### config.mk
export PLATFORM = sky130hd
export DESIGN_NAME = mem_merger
export DESIGN_NICKNAME = d
export VERILOG_FILES = /design/src/rtl/mem_merger.sv
export SDC_FILE = /design/constraint.sdc
export NUM_CORES = 1
export LEC_CHECK = 0
export BUFFER_PORTS_ARGS = -buffer_cell sky130_fd_sc_hd__buf_2
export CAP_MARGIN = 20
export CELL_PAD_IN_SITES_DETAIL_PLACEMENT = 1
export CELL_PAD_IN_SITES_GLOBAL_PLACEMENT = 1
export CORE_MARGIN = 4
export CORE_UTILIZATION = 36
export CTS_BUF_LIST = sky130_fd_sc_hd__clkbuf_4 sky130_fd_sc_hd__clkbuf_8
export DETAILED_ROUTE_END_ITERATION = 10
export GPL_ROUTABILITY_DRIVEN = 0
export PLACE_DENSITY = 0.8
export SYNTH_ARGS = -nofsm -noshare
export SYNTH_HDL_FRONTEND = slang
export SYNTH_SLANG_ARGS = --single-unit
### constraint.sdc
create_clock -name clk -period 1.9 [get_ports clk]
set_input_delay 0.095 -clock clk [delete_from_list [all_inputs] [get_ports clk]]
set_output_delay 0.095 -clock clk [all_outputs]
set_load 0.02 [all_outputs]
### src/rtl/mem_merger.sv
// ---------------------------------------------------------------------------
// mem_merger
//
// Merges the data-side (D) and instruction-side (I) access paths onto one
// shared memory port. An IDLE/BUSY/RESP state machine grants one requester
// at a time and holds its registered access on the shared port until the
// memory acknowledges or a watchdog expires. The result comes back as one
// word plus a D/I selector and a one-cycle valid strobe. These outputs feed
// the D/I splitter on the far side of the memory.
//
// Optional feature macro: MERGER_ROUND_ROBIN_EN
//    undefined : D has fixed priority over I on a simultaneous request.
//    defined   : the side that was not granted last wins a contest, and
//                D wins the first contest after reset.
//
// Parameters
//    bit_width  : data width
//    addr_width : address width
//    timeout    : BUSY cycles without an ack before aborting (>= 1)
//
// Ports
//    clk, rst                : clock, asynchronous active-high reset
//    d_req/d_we/d_addr/d_wdata : D-side level request and access fields
//    i_req/i_addr            : I-side level read request and address
//    mem_req/mem_we/mem_addr/mem_wdata : shared memory port (registered)
//    mem_ack/mem_rdata       : memory completion and read data
//    out_data                : returned word (0 for writes and aborts)
//    out_valid               : one-cycle completion strobe
//    selector                : owner of the current or last access, 0=D 1=I
//    err                     : timeout abort, only together with out_valid
// ---------------------------------------------------------------------------
module mem_merger #(
   parameter int bit_width  = 8,
   parameter int addr_width = 8,
   parameter int timeout    = 15
) (
   input  logic                  clk,
   input  logic                  rst,
   input  logic                  d_req,
   input  logic                  d_we,
   input  logic [addr_width-1:0] d_addr,
   input  logic [bit_width-1:0]  d_wdata,
   input  logic                  i_req,
   input  logic [addr_width-1:0] i_addr,
   output logic                  mem_req,
   output logic                  mem_we,
   output logic [addr_width-1:0] mem_addr,
   output logic [bit_width-1:0]  mem_wdata,
   input  logic                  mem_ack,
   input  logic [bit_width-1:0]  mem_rdata,
   output logic [bit_width-1:0]  out_data,
   output logic                  out_valid,
   output logic                  selector,
   output logic                  err
);

   // Wide enough to hold the value `timeout` itself.
   localparam int cnt_w = (timeout < 1) ? 1 : $clog2(timeout + 1);

   typedef enum logic [1:0] {
      IDLE = 2'd0,
      BUSY = 2'd1,
      RESP = 2'd2
   } state_t;

   state_t                state_q, state_d;
   logic                  mem_req_q, mem_req_d;
   logic                  mem_we_q, mem_we_d;
   logic [addr_width-1:0] mem_addr_q, mem_addr_d;
   logic [bit_width-1:0]  mem_wdata_q, mem_wdata_d;
   logic [bit_width-1:0]  out_data_q, out_data_d;
   logic                  out_valid_q, out_valid_d;
   logic                  selector_q, selector_d;
   logic                  err_q, err_d;
   logic [cnt_w-1:0]      cnt_q, cnt_d;

   logic                  take_d;
   logic                  take_i;

`ifdef MERGER_ROUND_ROBIN_EN
   // Side granted most recently: 0 = D, 1 = I.
   logic                  last_grant_q, last_grant_d;
`endif

   // Arbitration between the two requesters for the IDLE grant.
   always_comb begin
      take_d = 1'b0;
      take_i = 1'b0;
`ifdef MERGER_ROUND_ROBIN_EN
      if (d_req && i_req) begin
         // On a contest the side that did not win last time goes first.
         if (last_grant_q) begin
            take_d = 1'b1;
         end else begin
            take_i = 1'b1;
         end
      end else begin
         take_d = d_req;
         take_i = i_req;
      end
`else
      take_d = d_req;
      take_i = i_req && !d_req;
`endif
   end

   // Next-state and next-output computation. Every output is a flop, so
   // nothing here reaches a port without passing through a register.
   always_comb begin
      state_d     = state_q;
      mem_req_d   = mem_req_q;
      mem_we_d    = mem_we_q;
      mem_addr_d  = mem_addr_q;
      mem_wdata_d = mem_wdata_q;
      out_data_d  = out_data_q;
      out_valid_d = 1'b0;
      selector_d  = selector_q;
      err_d       = 1'b0;
      cnt_d       = cnt_q;
`ifdef MERGER_ROUND_ROBIN_EN
      last_grant_d = last_grant_q;
`endif

      unique case (state_q)
         IDLE: begin
            if (take_d) begin
               mem_addr_d  = d_addr;
               mem_we_d    = d_we;
               mem_wdata_d = d_wdata;
               selector_d  = 1'b0;
               mem_req_d   = 1'b1;
               cnt_d       = '0;
               state_d     = BUSY;
`ifdef MERGER_ROUND_ROBIN_EN
               last_grant_d = 1'b0;
`endif
            end else if (take_i) begin
               // The I side only reads, so the write fields are cleared.
               mem_addr_d  = i_addr;
               mem_we_d    = 1'b0;
               mem_wdata_d = '0;
               selector_d  = 1'b1;
               mem_req_d   = 1'b1;
               cnt_d       = '0;
               state_d     = BUSY;
`ifdef MERGER_ROUND_ROBIN_EN
               last_grant_d = 1'b1;
`endif
            end
         end

         BUSY: begin
            // An ack arriving on the expiry cycle still wins over the abort.
            if (mem_ack) begin
               out_data_d  = mem_we_q ? '0 : mem_rdata;
               mem_req_d   = 1'b0;
               out_valid_d = 1'b1;
               state_d     = RESP;
            end else if (cnt_q == cnt_w'(timeout)) begin
               out_data_d  = '0;
               err_d       = 1'b1;
               mem_req_d   = 1'b0;
               out_valid_d = 1'b1;
               state_d     = RESP;
            end else begin
               cnt_d = cnt_q + cnt_w'(1);
            end
         end

         RESP: begin
            // The strobe lasts a single cycle; requests wait for IDLE.
            state_d = IDLE;
         end

         default: begin
            state_d   = IDLE;
            mem_req_d = 1'b0;
         end
      endcase
   end

   // State and output registers. Reset clears mem_req at once, which drops
   // any access in flight without producing a completion.
   always_ff @(posedge clk or posedge rst) begin
      if (rst) begin
         state_q     <= IDLE;
         mem_req_q   <= 1'b0;
         mem_we_q    <= 1'b0;
         mem_addr_q  <= '0;
         mem_wdata_q <= '0;
         out_data_q  <= '0;
         out_valid_q <= 1'b0;
         selector_q  <= 1'b0;
         err_q       <= 1'b0;
         cnt_q       <= '0;
`ifdef MERGER_ROUND_ROBIN_EN
         last_grant_q <= 1'b1;
`endif
      end else begin
         state_q     <= state_d;
         mem_req_q   <= mem_req_d;
         mem_we_q    <= mem_we_d;
         mem_addr_q  <= mem_addr_d;
         mem_wdata_q <= mem_wdata_d;
         out_data_q  <= out_data_d;
         out_valid_q <= out_valid_d;
         selector_q  <= selector_d;
         err_q       <= err_d;
         cnt_q       <= cnt_d;
`ifdef MERGER_ROUND_ROBIN_EN
         last_grant_q <= last_grant_d;
`endif
      end
   end

   assign mem_req   = mem_req_q;
   assign mem_we    = mem_we_q;
   assign mem_addr  = mem_addr_q;
   assign mem_wdata = mem_wdata_q;
   assign out_data  = out_data_q;
   assign out_valid = out_valid_q;
   assign selector  = selector_q;
   assign err       = err_q;

endmodule

Word-level counts from Yosys, hierarchy flattened
Index checks and enable logic that the tools add are counted.

$add $sub $neg: 1. Equality and inequality tests: 7. Mux-type cells: 30. Bitwise logic cells: 1. Reductions and logical operators: 11.

Operators with widths (number): $mux 8 (7); $mux 4 (4); $mux 1 (12); $mux 2 (4); $pmux 4 s2 (1); $ne 3x3->1 const B (2); $reduce_and 2->1 (3); $reduce_bool 2->1 (3); $add 4x1->4 const B (1); $eq 4x4->1 const B (1); $ne 2x2->1 const B (2); $pmux 2 s2 (1); $reduce_and 4->1 (1); $pmux 1 s3 (1); $reduce_and 3->1 (1); $eq 2x1->1 const B (1); $eq 2x2->1 const B (1); $logic_not 2->1 (1); $logic_and 1x1->1 (1); $logic_not 1->1 (1); $not 1->1 (1).

Register bits: 35. Output and inout bits: 29.

Longest topological paths before layout
Gate-level depths: netlist of the first run.

Word-level depth: 5. Mapped depth: 5. Mapped depth without buffers: 4.

Least setup slack after synthesis of the first run
OpenSTA, ideal clock, no wires.

Path kind: register -> register. From: reg cnt_q[0]. To: reg mem_req_q (netlist: mem_req). Library setup time: 0.077 ns. Data arrival time: 1.290 ns. Data required time: 1.823 ns. Path slack: 0.533 ns. Stages on the path, launching flop included: 6. Path buffers: 1. Path through: dfrtp_1 ha_1 and3_1 buf_2 o31a_2 a21oi_1.

Cells in the longest elaborated chain, start to end: 3.

RTL lines: start, declared (RTL line 75) `logic [cnt_w-1:0] cnt_q, cnt_d;`; start signal, assigned (RTL line 209) `cnt_q <= cnt_d;`; $eq 4x4->1 (RTL line 159) `end else if (cnt_q == cnt_w'(timeout)) begin`; $ne 3x3->1 (no line); $reduce_and 3->1 (no line); end signal, assigned (RTL line 201) `mem_req_q <= mem_req_d;`; end, declared (RTL line 67) `logic mem_req_q, mem_req_d;`.

No other way between the ends. A chain may end at the register's enable or synchronous reset.

Worst setup path in the final report of the first run
From: reg cnt_q[0]. To: reg out_data_q[7] (netlist: out_data[7]).

Cells in the longest elaborated chain, start to end: 3.

RTL lines: $eq 4x4->1 (RTL line 159); $reduce_bool 2->1 (no line); $reduce_and 2->1 (no line); end signal, assigned (RTL line 205) `out_data_q <= out_data_d;`; end, declared (RTL line 71) `logic [bit_width-1:0] out_data_q, out_data_d;`.

No other way between the ends.

==> metrics.log, run 1 <==
[metrics] result of the run: complete, no violations
[metrics] clock latency reported for the late side of the worst-skew pair: 0.29 ns
[metrics] buffer depth of the longest clock path: 2
[metrics] HPWL after detailed placement: 3030 um
[metrics] fraction of final layout cells sized beyond drive strength 1: 42.3%
[metrics] setup slack at placement: 0.389 ns
[metrics] crit end category: flip-flop
[metrics] Setup TNS: 0 ns
[metrics] final critical-path share of the clock period: 79.2%
[metrics] top area cells in the synthesized netlist: dfrtp_1, a22o_1, mux2i_1, o21ai_0, buf_2
[metrics] DR vias: 1,276
[metrics] beginning of the worst register-to-register path: cnt_q[0]
[metrics] post-synthesis cell count: 124
[metrics] wire length reported by the detailed router: 3990 um
[metrics] Leak Pwr: 1.03 nW
[metrics] biggest fanout along the worst timing path: 10
[metrics] die span in x: 72.7 um
[metrics] Max Slew Vio Count: 0
[metrics] first-pass iteration count of the detailed router: 4
[metrics] Hold Vio Cnt, Final: 0
[metrics] P&R area growth vs syn: 31.2%
[metrics] max-cap check violation count: 0
[metrics] unrepaired setup endpoints after global routing: no
[metrics] power density relative to cell area: 1650 nW/um2
[metrics] launching element type of the critical path: flip-flop
[metrics] CTS H-tree depth: 2
[metrics] clock sink count: 35
[metrics] Most Used Layer, Global Route: met2
[metrics] area enclosed by the die boundary: 5280 um2
[metrics] Multi-input gate area: 572 um2
[metrics] Top-Level Pins: 67
[metrics] overall power: 3.26 mW
[metrics] Worst Setup Path Type: reg2reg
[metrics] Avg WL per Cell: 16.3 um
[metrics] area of the mapped netlist: 1510 um2
[metrics] worst supply voltage drop on vdd: 0.761 mV
[metrics] average vias per placed instance: 5.23
[metrics] Max Freq: 664 MHz
[metrics] GRT met2 Usage: 29.1%
[metrics] Synth Net Count: 163
[metrics] DRC violations left: 0
[metrics] Max Clock Skew: 0.00936 ns
[metrics] clock input transition at the sequential cells of the worst setup and hold paths: 0.08 ns
[metrics] final non-filler cell total: 244
[metrics] headroom to the max-slew limit: 61.4%
[metrics] flip-flop and latch area: 876 um2
[metrics] antenna violations before repair: 0
[metrics] Worst Setup Slack, final: 0.395 ns
[metrics] first-pass GRT wire length: 7010 um
[metrics] distinct cell type count after synthesis: 34
[metrics] combined global-route utilization of all metal layers: 16.8%
[metrics] DR iter-0 viols: 32
[metrics] global routing usage on met1: 20.0%
[metrics] post-cts sizing count: 0
[metrics] Least-Margin Pin Slew: 0.579 ns
[metrics] Data arrival, critical path: 1.74 ns
[metrics] proportion of netlist area held by the largest area contributor: 58.1%
[metrics] initial core utilization: 37.4%
[metrics] nets: 232
[metrics] library cell with the largest summed area after synthesis: dfrtp_1
[metrics] fraction of the yosys area taken by sequential cells: 58.1%
[metrics] number of core rows: 23
[metrics] Num CTS Buffers: 5
[metrics] class of the tightest hold or removal check: in2reg
[metrics] GRT met3 Usage: 5.51%
[metrics] Core ar.: 4030 um2
[metrics] GRT overflow: 0
[metrics] final critical path time including I/O delays and setup: 1.51 ns
[metrics] pin count of the biggest net entering global routing: 21
[metrics] via count of the first global-routing pass: 1,455
[metrics] ANT nets after route: 0
[metrics] antenna diode instance count: 0
[metrics] Avg Synthesized Cell Area: 12.1 um2
[metrics] vertical die dimension: 72.7 um
[metrics] worst endpoint required time: 2.13 ns
[metrics] number of placed instances with taps included: 235
[metrics] count of endpoints failing setup in the final report: 0
[metrics] total number of yosys warnings: 0
[metrics] count of buffers from port buffering: 66
[metrics] R2R depth: 4
[metrics] worst reg2reg endpoint: out_data[7]
[metrics] count of fill cells added during filler insertion: 467
[metrics] root buffer cell: clkbuf_8
[metrics] TritonCTS clock tree: yes
[metrics] worst-case register-to-register setup slack: 0.39 ns
[metrics] number of storage elements in the synthesis netlist: 35
[metrics] capture point of the worst path: out_data[7]
[metrics] start point of the critical path: cnt_q[0]
-- worst max-delay path, cell delays in order, from the launching register on --
cell	delay, ns
dfrtp_1	0.44
ha_1	0.24
and3_1	0.27
o21ai_4	0.30
a22o_1	0.20
-- timing repair --
action / 4_1_cts / 5_1_grt
hold endpoints to repair: 15 / 0
setup buffers: 0 / 0
hold buffers: 1 / 0
-- power breakdown --
| part | internal, mW | switching (mW) | leakage [nW] |
|---|---|---|---|
| sequential | 1.07 | 0.215 | 0.445 |
| combinational | 0.562 | 0.875 | 0.541 |
| clock | 0.255 | 0.283 | 0.0402 |
| total | 1.89 | 1.37 | 1.03 |
-- stage by stage --
step / utilization, % / hold slack (ns) / area [um2]
2_1_floorplan: - / 0.228 / 1510
3_3_place_gp: 46.6 / 0.163 / 1880
3_5_place_dp: 46.6 / 0.190 / 1880
4_1_cts: 49.1 / 0.00501 / 1980
5_1_grt: 49.1 / 0.0137 / 1980
6_report: 49.1 / 0.0143 / 1980
-- placed cells by master (no fill, tap or decap) --
cell type	instances
o22ai_1	1
inv_1	4
nand4b_1	2
nor3_1	1
o21ai_1	1
o221ai_1	2
buf_4	3
buf_2	66
mux2i_1	8
a21oi_1	2
dlygate4sd3_1	1
ha_1	1
or2_0	1
nand2b_2	1
clkbuf_8	5
nand2b_1	1
a31o_1	1
clkinv_2	1
a32o_1	1
or4b_1	1
a22o_1	17
nor3b_4	1
nand2_1	2
a22oi_1	1
o21ai_0	16
dfrtp_1	35
or3b_1	1
nand3_1	5
xnor2_1	1
and2_1	1
or2_2	1
and3_1	1
o31a_2	1
clkinvlp_4	2
nor2_1	3
nor2b_1	1
o21ai_4	1
-- registers in the layout (all words and copies together), names as in the netlist --
name,cells
out_valid,1
cnt_q,4
mem_wdata,8
state_q,2
selector,1
err,1
mem_we,1
out_data,8
mem_req,1
mem_addr,8
-- how the worst min path moves through the flow --
stage | start | to | slack (ns) | cells past startpoint
2_1_floorplan | mem_rdata[0] | out_data[0] | 0.23 | 1
3_3_place_gp | rst | mem_wdata[0] | 0.16 | 2
3_5_place_dp | rst | mem_wdata[4] | 0.19 | 2
4_1_cts | mem_rdata[1] | out_data[1] | 0.005 | 2
5_1_grt | mem_rdata[0] | out_data[0] | 0.01 | 2
6_report | mem_rdata[1] | out_data[1] | 0.01 | 2
-- cells by family after synthesis --
logic type	after synthesis	share of synthesized area, %
and+or+nand+nor	23	9.97
muxes	8	5.32
adders and majority gates	1	0.830
DFF	35	58.1
buffers and inverters	12	3.90
AOI/OAI and AO/OA	44	21.3
xor gates and xnor gates	1	0.582
-- final cells by class --
class	instances	area share, %
repair buffers	70	18.4
flip-flops and latches	35	44.3
clock inverters	3	1.01
well taps	50	3.16
inverters	4	0.759
clock buffers	5	3.48
multi-input cells	77	28.9
-- per-layer routing --
metal | share of wire, % | vias to the layer above | wire length [um]
li1 | - | 598 | -
met1 | 43 | 614 | 1700
met2 | 47 | 59 | 1860
met3 | 9.6 | 5 | 382
met4 | 1.0 | 0 | 41
met5 | 0 | - | 0
-- Yosys cell counts --
cell and count:
buf_4 2, nor2_1 3, ha_1 1, a32o_1 1, and2_1 1, o31a_2 1
or3b_1 1, mux2i_1 8, nand2b_1 1, nand2b_2 1, nand2_1 2, o21ai_1 1
or2_0 1, o21ai_0 16, o221ai_1 2, a21oi_1 2, a31o_1 1, clkbuf_1 1
nor3_1 1, nor3b_4 1, buf_2 5, inv_1 4, nand3_1 5, o22ai_1 1
or4b_1 1, or2_2 1, xnor2_1 1, and3_1 1, a22oi_1 1, dfrtp_1 35
a22o_1 17, nor2b_1 1, o21ai_4 1, nand4b_1 2
No activity file was read; power rests on OpenSTA's default activity.
==> run 2: changes to the inputs <==
Settings changed: ABC_AREA set to 1, CORE_UTILIZATION 36 to 31, PLACE_DENSITY 0.8 to 0.77.
Clock period 1.9 ns to 1.3 ns, I/O delays scaled along.
==> metrics.log, run 2 <==
[metrics] Setup TNS: 0 ns (unchanged)
[metrics] most frequent standard cell in the layout excluding fill and tap cells: nand2_1
[metrics] clock input transition at the sequential cells of the worst setup and hold paths: 0.07 ns (about the same)
[metrics] fraction of final layout cells sized beyond drive strength 1: 38.1% (-4.2 points)
[metrics] Leak Pwr: 1.28 nW (+25%)
[metrics] buffer depth of the longest clock path: 2 (unchanged)
[metrics] number of enable-type register cells in the synthesized netlist: 0 (unchanged)
[metrics] cell types with the highest counts after synthesis: nand2_1, dfrtp_1, nand3_1
[metrics] max-cap check violation count: 0 (unchanged)
[metrics] combined global-route utilization of all metal layers: 16.0% (-0.80 points)
[metrics] Avg Synthesized Cell Area: 8.74 um2 (-28%)
[metrics] worst hold slack: 0.0122 ns (-0.00202 ns)
[metrics] ANT nets after route: 0 (unchanged)
[metrics] placed standard-cell area: 1940 um2 (+3.1%)
[metrics] dominant synthesized flop cell: dfrtp_1
[metrics] top area cells in the synthesized netlist: dfrtp_1, nand2_1, nand3_1, o211ai_1, inv_1
[metrics] first-pass GRT wire length: 7560 um (+7.8%)
[metrics] area of the mapped netlist: 1520 um2 (+0.91%)
[metrics] P&R area growth vs syn: 49.7%
[metrics] final critical path time including I/O delays and setup: 1.23 ns (-0.273 ns)
[metrics] pin count of the biggest net entering global routing: 36 (+71%)
[metrics] root buffer cell: clkbuf_8
[metrics] die span in x: 78.0 um (+7.3%)
[metrics] power density relative to cell area: 2290 nW/um2 (+39%)
[metrics] Data arrival, critical path: 1.42 ns (-0.32 ns)
[metrics] DRC violations left: 0 (unchanged)
[metrics] vertical die dimension: 78.0 um (+7.3%)
[metrics] Hold Vio Cnt, Final: 0 (unchanged)
[metrics] R2R depth: 6 (+2)
[metrics] total number of yosys warnings: 0 (unchanged)
[metrics] clock sink count: 35 (unchanged)
[metrics] core occupancy in the finished layout: 48.2% (-0.88 points)
[metrics] first-pass iteration count of the detailed router: 4 (unchanged)
[metrics] Synth Net Count: 213 (+31%)
[metrics] cell area after layout: 2280 um2 (+15%)
[metrics] CTS H-tree depth: 2 (unchanged)
[metrics] biggest fanout along the worst timing path: 5 (-5)
[metrics] Post-synth ARST share: 100% (unchanged)
[metrics] worst reg2reg endpoint: cnt_q[3]
[metrics] Max Slew Vio Count: 0 (unchanged)
[metrics] Worst Setup Slack, final: 0.0679 ns (-0.327 ns)
[metrics] distinct cell type count after synthesis: 20 (-41%)
[metrics] via count of the first global-routing pass: 1,572 (+8.0%)
[metrics] hold path startpoint: d_we
[metrics] clock latency reported for the late side of the worst-skew pair: 0.29 ns (about the same)
[metrics] worst endpoint required time: 1.49 ns (-0.64 ns)
[metrics] most repeated cell in the gate-level netlist after synthesis: nand2_1
[metrics] Max Freq: 812 MHz (+22%)
[metrics] antenna violations before repair: 0 (unchanged)
[metrics] area enclosed by the die boundary: 6090 um2 (+15%)
[metrics] beginning of the worst register-to-register path: state_q[1]
[metrics] setup slack at placement: -0.00773 ns (-0.397 ns)
[metrics] number of core rows: 25 (+8.7%)
[metrics] highest-count cells in the layout ignoring fill and taps: nand2_1, buf_2, dfrtp_1
[metrics] Core ar.: 4720 um2 (+17%)
[metrics] Max Clock Skew: 0.00925 ns (-0.000108 ns)
[metrics] DR vias: 1,475 (+16%)
[metrics] count of buffers from port buffering: 66 (unchanged)
[metrics] worst-case register-to-register setup slack: 0.07 ns (-0.33 ns)
[metrics] number of storage elements in the synthesis netlist: 35 (unchanged)
[metrics] DR iter-0 viols: 86 (+170%)
[metrics] crit end category: flip-flop
[metrics] worst supply voltage drop on vdd: 0.870 mV (+14%)
[metrics] proportion of netlist area held by the largest area contributor: 57.6% (-0.53 points)
[metrics] Least-Margin Pin Slew: 0.448 ns (-0.131 ns)
[metrics] HPWL after detailed placement: 3190 um (+5.3%)
[metrics] Num CTS Buffers: 5 (unchanged)
[metrics] headroom to the max-slew limit: 70.2% (+8.8 points)
[metrics] nets: 303 (+31%)
[metrics] endpoint with the worst hold slack: mem_we
[metrics] initial core utilization: 32.2% (-5.2 points)
[metrics] GRT overflow: 0 (unchanged)
[metrics] launching element type of the critical path: flip-flop
[metrics] post-synthesis cell count: 174 (+40%)
[metrics] average vias per placed instance: 4.43 (-15%)
[metrics] Top-Level Pins: 67 (unchanged)
[metrics] cell depth of the worst min-delay path: 3 (+1)
[metrics] TritonCTS clock tree: yes
[metrics] wire length reported by the detailed router: 4630 um (+16%)
[metrics] result of the run: complete, no violations
[metrics] fraction of the yosys area taken by sequential cells: 57.6% (-0.53 points)
[metrics] final critical-path share of the clock period: 94.8% (+16 points)
[metrics] library cell with the largest summed area after synthesis: dfrtp_1
[metrics] class of the tightest hold or removal check: in2reg
[metrics] count of endpoints failing setup in the final report: 0 (unchanged)
[metrics] unrepaired setup endpoints after global routing: yes
[metrics] Avg WL per Cell: 13.9 um (-15%)
[metrics] Worst Setup Path Type: reg2reg
## run 2: cell types whose count changed after synthesis, moves of 3 or more
| cell | before | now |
|---|---|---|
| buf_2 | 5 | 2 |
| o21ai_0 | 16 | 0 |
| nand3_1 | 5 | 16 |
| inv_1 | 4 | 13 |
| o211ai_1 | 0 | 8 |
| mux2i_1 | 8 | 0 |
| nand2_1 | 2 | 77 |
| nand2_2 | 0 | 3 |
| a22o_1 | 17 | 0 |
## run 2: routing by layer
layer	part of all wire [%]	vias up	track usage, %
li1	-	724	-
met1	39	704	17.9
met2	55	35	28.1
met3	3.3	12	3.67
met4	3.1	0	8.39
met5	0	-	0
## run 2: layout make-up
type	count	area, um2
multi-input combinational	119	611
clock buffer	8	104
timing repair buffer	88	534
inverter	15	63.8
tap	67	83.8
fill	568	2450
sequential	35	877
antenna	1	2.50
## run 2: worst max path at each step
stage,from,to,cells after the start
after floorplan,cnt_q[0],out_data[0],6
after global placement,cnt_q[0],cnt_q[2],6
after detailed placement,cnt_q[0],out_data[6],6
after CTS,state_q[1],out_data[0],7
after global routing,state_q[1],out_data[3],7
final,state_q[1],cnt_q[3],6
## run 2: kinds of logic (layout without fill, tap and decap cells)
group                      after synthesis  after routing  share of synthesized area (%)
adders and majority gates                1              1                          0.823
DFF                                     35             35                           57.6
other                                    0              1                              0
buffers and inverters                   20            111                           5.60
AOI/OAI and AO/OA                       11             11                           5.68
xor gates and xnor gates                 1              1                          0.576
and+or+nand+nor                        106            106                           29.7
## run 2: metrics by stage
| stage | std cells | power [mW] |
|---|---|---|
| 4_1_cts | 328 | 5.08 |
| 2_1_floorplan | 174 | 3.28 |
| 5_1_grt | 332 | 5.63 |
| 3_3_place_gp | 306 | 4.02 |
| 6_report | 333 | 5.22 |
| 3_5_place_dp | 306 | 4.11 |
## run 2: what timing repair did
action,CTS,global route
buffers inserted,0,4
resized for setup,2,16
endpoints found under the setup margin,3,9
pin swaps,1,6
hold buffers,14,0
endpoints found under the hold margin,48,0
## run 2: critical path, stage by stage, from the launching register on
cell     delay [ns]
dfrtp_1        0.41
buf_4          0.15
nor2_4         0.14
o21ai_4        0.10
buf_4          0.17
nand3_1        0.08
nand2_1        0.06
## run 2: where the power goes
group | internal, mW | switching (mW) | total [mW]
Clock | 0.504 | 0.384 | 0.888
Sequential | 1.57 | 0.305 | 1.88
Combinational | 0.853 | 1.60 | 2.45
